## config.mk

```make
export PLATFORM = sky130hd
export DESIGN_NAME = instr_fetch_buffer
export DESIGN_NICKNAME = d
export VERILOG_FILES = /design/src/rtl/instr_fetch_buffer.sv
export SDC_FILE = /design/constraint.sdc
export NUM_CORES = 1
export LEC_CHECK = 0
export ABC_AREA = 1
export BUFFER_PORTS_ARGS = -buffer_cell sky130_fd_sc_hd__buf_2
export CAP_MARGIN = 40
export CORE_ASPECT_RATIO = 0.75
export CORE_MARGIN = 5
export CORE_UTILIZATION = 53
export CTS_CLUSTER_DIAMETER = 150
export DETAILED_ROUTE_END_ITERATION = 12
export GPL_TIMING_DRIVEN = 0
export MAX_ROUTING_LAYER = met4
export PLACE_DENSITY = 0.79
export SLEW_MARGIN = 5
export SYNTH_ARGS = -nofsm -noshare
export SYNTH_HDL_FRONTEND = slang
export SYNTH_SLANG_ARGS = --single-unit
export TNS_END_PERCENT = 30
```

## constraint.sdc

```tcl
create_clock -name clk -period 1.75 [get_ports clk]
set_input_delay 0.35 -clock clk [delete_from_list [all_inputs] [get_ports clk]]
set_output_delay 0.35 -clock clk [all_outputs]
set_load 0.02 [all_outputs]
```

## src/rtl/instr_fetch_buffer.sv

```systemverilog
// rtl/instr_fetch_buffer.sv - instruction prefetch FIFO between ROM and core; IFB_NOP_FILL_EN zeroes outputs on bubbles
module instr_fetch_buffer #(
    parameter int          DEPTH    = 4,
    parameter int          ROM_AW   = 8,
    parameter logic [31:0] RESET_PC = 32'h0
) (
    input  logic              clk,
    input  logic              rst_n,
    input  logic              stall_i,
    input  logic              redirect_i,
    input  logic [31:0]       redirect_pc_i,
    output logic              rom_req_o,
    output logic [ROM_AW-1:0] rom_addr_o,
    input  logic [31:0]       rom_data_i,
    output logic [31:0]       instr_o,
    output logic [31:0]       instr_pc_o,
    output logic              instr_valid_o
);

    localparam int PW = $clog2(DEPTH);
    localparam int CW = PW + 1;

    typedef enum logic [1:0] {S_BOOT, S_RUN, S_FLUSH} state_t;

    state_t            state_q, state_d;
    logic [31:0]       fetch_pc_q, fetch_pc_d;
    logic              inflight_q, inflight_d;
    logic [31:0]       inflight_tag_q, inflight_tag_d;
    logic [PW-1:0]     rd_ptr_q, rd_ptr_d;
    logic [PW-1:0]     wr_ptr_q, wr_ptr_d;
    logic [CW-1:0]     count_q, count_d;
    logic [31:0]       mem_data_q [DEPTH];
    logic [31:0]       mem_data_d [DEPTH];
    logic [31:0]       mem_pc_q   [DEPTH];
    logic [31:0]       mem_pc_d   [DEPTH];

    logic [CW:0]       occupancy;
    logic              fetch_en;
    logic              push;
    logic              pop;
    logic [1:0]        unused_redirect_lsbs;

    // The low address bits of a redirect target are dropped by word alignment.
    assign unused_redirect_lsbs = redirect_pc_i[1:0];

    // The in-flight request reserves a slot, so the FIFO can never overflow.
    assign occupancy     = {1'b0, count_q} + {{CW{1'b0}}, inflight_q};
    assign fetch_en      = (state_q != S_BOOT) && !redirect_i && (occupancy < (CW+1)'(DEPTH));
    assign push          = inflight_q && !redirect_i && (state_q != S_FLUSH);
    assign pop           = (count_q != '0) && !stall_i && !redirect_i;

    assign rom_req_o     = fetch_en;
    assign rom_addr_o    = fetch_pc_q[ROM_AW+1:2];
    assign instr_valid_o = (count_q != '0);

    // Head-of-FIFO presentation; optional zero fill turns bubbles into NOPs.
    always_comb begin
`ifdef IFB_NOP_FILL_EN
        instr_o    = instr_valid_o ? mem_data_q[rd_ptr_q] : 32'h0;
        instr_pc_o = instr_valid_o ? mem_pc_q[rd_ptr_q]   : 32'h0;
`else
        instr_o    = mem_data_q[rd_ptr_q];
        instr_pc_o = mem_pc_q[rd_ptr_q];
`endif
    end

    // Next-state, fetch PC, in-flight tracking and FIFO bookkeeping.
    always_comb begin
        state_d        = state_q;
        fetch_pc_d     = fetch_pc_q;
        inflight_d     = fetch_en;
        inflight_tag_d = fetch_pc_q;
        rd_ptr_d       = rd_ptr_q;
        wr_ptr_d       = wr_ptr_q;
        count_d        = count_q;
        mem_data_d     = mem_data_q;
        mem_pc_d       = mem_pc_q;

        case (state_q)
            S_BOOT:  state_d = S_RUN;
            S_RUN:   state_d = redirect_i ? S_FLUSH : S_RUN;
            S_FLUSH: state_d = redirect_i ? S_FLUSH : S_RUN;
            default: state_d = S_BOOT;
        endcase

        if (redirect_i) begin
            // Flush wins over everything: drop buffered and in-flight words.
            fetch_pc_d = {redirect_pc_i[31:2], 2'b00};
            inflight_d = 1'b0;
            rd_ptr_d   = '0;
            wr_ptr_d   = '0;
            count_d    = '0;
        end else begin
            if (fetch_en) begin
                fetch_pc_d = fetch_pc_q + 32'd4;
            end
            if (push) begin
                mem_data_d[wr_ptr_q] = rom_data_i;
                mem_pc_d[wr_ptr_q]   = inflight_tag_q;
                wr_ptr_d             = wr_ptr_q + 1'b1;
            end
            if (pop) begin
                rd_ptr_d = rd_ptr_q + 1'b1;
            end
            case ({push, pop})
                2'b10:   count_d = count_q + 1'b1;
                2'b01:   count_d = count_q - 1'b1;
                default: count_d = count_q;
            endcase
        end
    end

    // State registers with synchronous active-low reset.
    always_ff @(posedge clk) begin
        if (!rst_n) begin
            state_q        <= S_BOOT;
            fetch_pc_q     <= RESET_PC;
            inflight_q     <= 1'b0;
            inflight_tag_q <= 32'h0;
            rd_ptr_q       <= '0;
            wr_ptr_q       <= '0;
            count_q        <= '0;
            for (int i = 0; i < DEPTH; i++) begin
                mem_data_q[i] <= 32'h0;
                mem_pc_q[i]   <= 32'h0;
            end
        end else begin
            state_q        <= state_d;
            fetch_pc_q     <= fetch_pc_d;
            inflight_q     <= inflight_d;
            inflight_tag_q <= inflight_tag_d;
            rd_ptr_q       <= rd_ptr_d;
            wr_ptr_q       <= wr_ptr_d;
            count_q        <= count_d;
            mem_data_q     <= mem_data_d;
            mem_pc_q       <= mem_pc_d;
        end
    end

endmodule

```

==> flow_summary.yaml, run 1 <==
status:
  status: "finished, violations left"
  violations: "negative setup slack"
worst_setup_path:
  critical_path_class: "reg2out"
  worst_ep_arrival_time_ps: 1900
  endpoint_kind: "output port"
  start_kind: "flip-flop"
  cpMaxStageDelayCell: "sky130_fd_sc_hd__dfxtp_2"
  required_ps: 1400
  timing.critical_path.slowest_cell_delay_ps: 330
  cp_cell_sequence: "buf_12 > clkinv_8 > buf_12 > buf_8 > nor2_2 > o22ai_2 > buf_6"
  path_common_cell: "sky130_fd_sc_hd__buf_12"
  crit_fanout: 10
clock_network:
  numClockSinks: 318
  clock_buffer_depth: 3
  cts-root-buf: "sky130_fd_sc_hd__clkbuf_16"
  ctsHtreeMaxLevel: 1
  cts_made_buffers: 31
  clkLatencyLatePin_ps: 560
  cts.hold.buffers_added: 0
  cts_tree: "yes"
  cts.clk_slew.worst_paths_ps: 70
global_route:
  grt_pass1_wl_um: 65920
  vias_in_the_first_global_route: 12690
  grt_remaining_overflow: 0
  grt_max_degree: 16
  antenna_found_initial: 2
  grt_util_all_layers_pct: 28.40
synthesis:
  yosys-mux-area-fraction_pct: 0
  synth-simple-area-share_pct: 25.10
  dominant_combinational_cell_family_by_area_after_synthesis: "simple AND/OR/NAND/NOR gates"
  avgSynthCellArea_um2: 7.050
  syn_inst: 1944
  ys_ff_latch: 318
  yosys_warnings: 0
  synth_xor_area_share_pct: 0.5112
  synth_fa_ha_area_share_pct: 0.9677
  yosysUniqueCellTypes: 36
  synthesized_area_fraction_occupied_by_ao_oa_aoi_and_oai_cells_pct: 19.26
  post_synth_instance_area_um2: 13710
  synth-seq-area-share_pct: 46.45
layout:
  area_growth_pct: 22.44
  final_net_count: 2196
  fraction_of_final_layout_cells_sized_beyond_drive_strength_1_pct: 18.56
  finish.utilization_pct: 65.26
  post_layout_nonfiller_instances: 2485
detailed_routing:
  routed-via-count: 13670
  drc: 0
  vias_per_cell: 5.503
  drt_first_iter_violations: 1295
  wl_per_cell_um: 17.13
  wl_met3_um: 4172
  wl_met1_um: 18540
  met2WireLength_um: 18880
  final_routed_wirelength_across_all_metal_layers_um: 42570
  detail-route-antenna-nets: 0
  top_sig_layer: "met4"
  drt-pass1-iter-count: 5
floorplan:
  floorplan.die_area_um2: 29210
  die_height_um: 149.3
  io_pins: 142
  core_region_area_um2: 25720
  start_util_pct: 53.30
  dieWidth_um: 195.7
  core.rowCount: 51
sta:
  hold_slack_ps: 75.34
  finalSetupViolCount: 65
  timing.final.max_slew_violations: 0
  final-hold-violation-count: 0
  worst_slew_pin_tran_ps: 708.1
  final_critical_delay_including_setup_and_external_delays_ps: 2253
  least_setup_slack_across_all_paths_after_layout_ps: -502.9
  clock.fmax_mhz: 443.9
  unrepaired_setup_endpoints_after_global_routing: "yes"
  post-route-period-util_pct: 128.7
  skew_ps: 17.52
  timing.max_slew.rel_slack_pct: 52.79
placed_design:
  gp_congestion: 0.9525
  portBuffers: 135
  dpl.hpwl_um: 29870
  pre_cts_slack_ps: -526.7
  placed_cells: 2424
pwr:
  netSwitchingPower_mw: 3.815
  power_mw: 15.55
  leakage_nw: 6.968
  max-vdd-ir-drop_v: 0.0008322
  sequentialPowerShare_pct: 48.6
  power.clock.fraction_pct: 42.8
  p_int_mw: 11.74
  power_density_nw_per_um2: 926.6
  swShare_pct: 24.53
  power.share.combinational_pct: 8.6
flow_run:
  cap_viol_max_count: 0
worst_hold_path:
  worst_min_delay_path_category: "in2reg"
-- synth_stat cells, drive strengths merged --
cell type | number | share of area, %
conb | 1 | 0.027
clkbuf | 84 | 2.3
a31oi | 5 | 0.23
ha | 9 | 0.82
dfxtp | 318 | 46
fa | 1 | 0.15
nand2 | 142 | 4.3
inv | 94 | 2.6
nor3 | 4 | 0.15
a21oi | 23 | 0.84
o22ai | 65 | 3.0
o21a | 1 | 0.055
nand4 | 4 | 0.18
and2 | 2 | 0.091
xnor2 | 3 | 0.19
o21bai | 3 | 0.16
o21ai | 402 | 15
a22oi | 4 | 0.22
buf | 56 | 2.7
o211ai | 2 | 0.11
nor2 | 667 | 19
clkinv | 4 | 0.13
xor2 | 5 | 0.32
nand3 | 45 | 1.7
-- metal layers --
layer | global-route usage (%) | vias to the layer above
met4 | 7.432 | 0
met1 | 39.09 | 6270
li1 | - | 6673
met3 | 5.170 | 78
met5 | - | -
met2 | 43.57 | 653
-- power groups by stage --
| stage | clock network [mW] | registers (mW) | logic [mW] |
|---|---|---|---|
| 2_1_floorplan | 0 | 7.65 | 0.770 |
| 3_3_place_gp | 0 | 7.70 | 1.16 |
| 3_5_place_dp | 0 | 7.71 | 1.18 |
| 4_1_cts | 6.67 | 7.55 | 1.28 |
| 5_1_grt | 7.02 | 7.57 | 1.46 |
| 6_report | 6.65 | 7.56 | 1.34 |
-- timing repair --
action                     CTS  global route
resized for setup          238           128
cloned                       0             1
setup endpoints to repair  231           278
pin swaps                   27            10
buffers inserted             1             4
-- flip-flops by register name, summed over array words and instances, names as in the netlist --
signal	cells
inflight_tag_q	30
mem_pc_q	120
wr_ptr_q	2
state_q	2
rd_ptr_q	2
fetch_pc_q	30
mem_data_q	128
count_q	3
inflight_q	1
-- layout make-up --
cell class,count,area [um^2]
Antenna cell,2,5.005
Buffer,139,934.6
Clock buffer,42,887.1
Clock inverter,12,120.1
Fill cell,2264,8935
Inverter,98,411.6
Multi-Input combinational cell,1389,6625
Sequential cell,318,6380
Tap cell,344,430.4
Timing Repair Buffer,141,987.2
-- through the flow --
step,area (um^2),setup TNS [ps]
final,16780,-26100
after global routing,16780,-29380
after CTS,16520,-28330
after detailed placement,14860,-31930
after global placement,14860,-27680
after floorplan,13750,0
-- cell usage in the layout (no fill, tap or decap), drive strengths merged --
cell type / netlist / final
conb: 1 / 2
diode: 0 / 2
xnor2: 3 / 3
bufinv: 0 / 2
inv: 94 / 95
nand3: 45 / 45
dfxtp: 318 / 318
nor2: 667 / 667
a31oi: 5 / 5
o21bai: 3 / 3
o211ai: 2 / 2
o21ai: 402 / 402
nand2: 142 / 142
o21a: 1 / 1
a22oi: 4 / 4
o22ai: 65 / 65
nor3: 4 / 4
clkinv: 4 / 12
clkinvlp: 0 / 1
buf: 56 / 207
xor2: 5 / 5
ha: 9 / 9
a21oi: 23 / 23
and2: 2 / 2
clkbuf: 84 / 115
fa: 1 / 1
nand4: 4 / 4
-- cell families (layout without fill, tap and decap cells) --
group                    after synthesis  in the layout
adder cells (fa/ha/maj)               10             10
flip-flops                           318            318
AO/OA/AOI/OAI                        505            505
buffers and inverters                238            432
XOR/XNOR                               8              8
AND/OR/NAND/NOR                      864            864
other                                  1              4
-- worst paths after layout --
| kind | startpoint | to | slack, ps | cells past startpoint |
|---|---|---|---|---|
| hold / removal | rom_data_i[31] | mem_data_q[95] | 80 | 3 |
| setup / recovery | rd_ptr_q[0] | instr_pc_o[29] | -500 | 7 |
| hold reg to reg | count_q[2] | count_q[2] | 450 | 1 |
| setup reg to reg | state_q[0] | count_q[2] | -30 | 11 |
-- worst max-delay path: cells and delay by family (launching register included) --
family	cells	cell delay, ps
AOI/OAI and AO/OA	1	290
and+or+nand+nor	1	50
DFF	1	330
buffers and inverters	5	660
(Power assumes the default switching activity.)
==> inputs of run 2 (changes only) <==
--- a/config.mk
+++ b/config.mk
@@ -7,5 +7,5 @@
 export LEC_CHECK = 0
 export ABC_AREA = 1
-export BUFFER_PORTS_ARGS = -buffer_cell sky130_fd_sc_hd__buf_2
+export BUFFER_PORTS_ARGS = -buffer_cell sky130_fd_sc_hd__buf_4
 export CAP_MARGIN = 40
 export CORE_ASPECT_RATIO = 0.75
==> constraint.sdc (replaced) <==
create_clock -name clk -period 1.75 [get_ports clk]
set_input_delay 0.35 -clock clk [delete_from_list [all_inputs] [get_ports clk]]
set_output_delay 0.35 -clock clk [all_outputs]
set_load 0.1 [all_outputs]
==> flow_summary.yaml, run 2 (synthesis results as in run 1) <==
placed_design:
  gp_congestion: 0.9606
  portBuffers: 135
  dpl.hpwl_um: 30160
  postPlaceCellArea_um2: 15770
clock_network:
  cts_made_buffers: 31
  clkLatencyLatePin_ps: 580
  cts.hold.buffers_added: 0
  clock_buffer_depth: 3
  cts_tree: "yes"
  cts.clk_slew.worst_paths_ps: 60
  numClockSinks: 318
  cts-root-buf: "sky130_fd_sc_hd__clkbuf_16"
  ctsHtreeMaxLevel: 1
pwr:
  power.share.combinational_pct: 13.3
  power_mw: 16.87
  max-vdd-ir-drop_v: 0.0008678
  swShare_pct: 26.99
  sequentialPowerShare_pct: 44.8
  power.clock.fraction_pct: 41.9
  power_density_nw_per_um2: 888.8
  netSwitchingPower_mw: 4.553
  leakage_nw: 7.476
  p_int_mw: 12.32
status:
  status: "finished, violations left"
  violations: "negative setup slack"
floorplan:
  die_height_um: 149.3
  start_util_pct: 53.30
  core_region_area_um2: 25720
  floorplan.die_area_um2: 29210
  core.rowCount: 51
  dieWidth_um: 195.7
  io_pins: 142
worst_setup_path:
  cpMaxStageDelayCell: "sky130_fd_sc_hd__dfxtp_4"
  cp_cell_sequence: "buf_12 > clkinv_8 > buf_16 > buf_12 > nor2_2 > o22ai_2 > buf_12"
  start_kind: "flip-flop"
  critical_path_class: "reg2out"
  endpoint_kind: "output port"
  required_ps: 1400
  path_common_cell: "sky130_fd_sc_hd__buf_12"
  crit_fanout: 10
  worst_ep_arrival_time_ps: 1980
  timing.critical_path.slowest_cell_delay_ps: 370
layout:
  largest_registers: "mem_data_q: 128 flops, mem_pc_q: 120 flops"
  regMostFlops: "mem_data_q"
  fraction_of_final_layout_cells_sized_beyond_drive_strength_1_pct: 24.36
  area_growth_pct: 38.51
  layout_common_cells: "sky130_fd_sc_hd__nor2_1, sky130_fd_sc_hd__dfxtp_1, sky130_fd_sc_hd__o21ai_0"
  finish.instance_area_um2: 18980
  largest_register_ffs: 128
  most_common_cell_after_layout_fill_and_taps_aside: "sky130_fd_sc_hd__nor2_1"
  final_net_count: 2212
  antenna_cells_inserted: 0
global_route:
  grt_pass1_wl_um: 69930
  antenna_found_initial: 1
  grt_max_degree: 16
  grt_util_all_layers_pct: 30.12
  grt_remaining_overflow: 0
  vias_in_the_first_global_route: 13210
detailed_routing:
  drc: 0
  routed-via-count: 14450
  drt_first_iter_violations: 1573
  final_routed_wirelength_across_all_metal_layers_um: 47700
  detail-route-antenna-nets: 0
  wl_per_cell_um: 19.06
  vias_per_cell: 5.774
  drt-pass1-iter-count: 5
sta:
  post-route-period-util_pct: 133.0
  final_critical_delay_including_setup_and_external_delays_ps: 2328
  unrepaired_setup_endpoints_after_global_routing: "yes"
  timing.final.max_slew_violations: 0
  final-hold-violation-count: 0
  clock.fmax_mhz: 429.6
  finalSetupViolCount: 64
  hold_slack_ps: 38.98
  timing.max_slew.rel_slack_pct: 49.49
  skew_ps: 22.90
  worst_slew_pin_tran_ps: 757.7
  least_setup_slack_across_all_paths_after_layout_ps: -577.8
flow_run:
  cap_viol_max_count: 0
worst_hold_path:
  worst_min_delay_path_category: "in2reg"
run 2: changes by cell type in the layout (fill, tap and decap cells not counted), sizes merged:
| cell | delta |
|---|---|
| clkinvlp | -1 |
| diode | -2 |
| clkinv | +1 |
| buf | +14 |
| clkbuf | +4 |
| bufinv | +2 |
run 2: critical path, delay by kind of cell (launching register included):
kind	cells	cell delay (ps)
DFF	1	370
and+or+nand+nor	1	50
AOI/OAI and AO/OA	1	240
buffers and inverters	5	710
run 2: final timing paths:
path	cells after the start	from	endpoint	slack [ps]
max	7	rd_ptr_q[0]	instr_o[28]	-580
min reg2reg	1	count_q[2]	count_q[2]	440
max reg2reg	11	state_q[0]	count_q[2]	-40
min	3	rom_data_i[11]	mem_data_q[11]	40
run 2: what timing repair did:
item	4_1_cts	5_1_grt
pin swaps	23	50
setup endpoints to repair	309	328
gates cloned	0	9
resized for setup	300	319
buffers inserted	0	12
run 2: metal layers:
layer  GRT usage (%)  share of wire (%)  routed length (um)
met1           41.21                 41               19580
met2           47.51                 46               22140
met3           4.154                9.4                4468
met4           7.920                3.2                1512
met5               -                  0                   0
run 2: metrics by stage:
| stage | cells | utilization [%] | TNS (ps) | setup slack (ps) |
|---|---|---|---|---|
| 2_1_floorplan | 1945 | - | -15120 | -437.4 |
| 3_3_place_gp | 2424 | 61.33 | -23660 | -567.8 |
| 3_5_place_dp | 2424 | 61.33 | -35790 | -613.7 |
| 4_1_cts | 2482 | 69.21 | -35660 | -600.6 |
| 5_1_grt | 2503 | 73.82 | -35880 | -600.1 |
| 6_report | 2503 | 73.82 | -33430 | -577.8 |
run 2: final cells by class:
type	count	area [um^2]
Buffer	140	1054
Clock buffer	45	898.4
Clock inverter	13	168.9
Fill cell	1849	6733
Inverter	98	410.4
Multi-Input combinational cell	1389	7548
Sequential cell	318	6386
Tap cell	344	430.4
Timing Repair Buffer	155	2078
Timing Repair inverter	1	8.758
run 2: power groups by stage:
stage                     registers (mW)  clock network [mW]  logic, mW
after floorplan                     7.65                   0       1.35
after global placement              7.70                   0       1.83
after detailed placement            7.70                   0       1.86
after CTS                           7.54                7.06       2.08
after global routing                7.57                7.39       2.37
final                               7.56                7.07       2.24
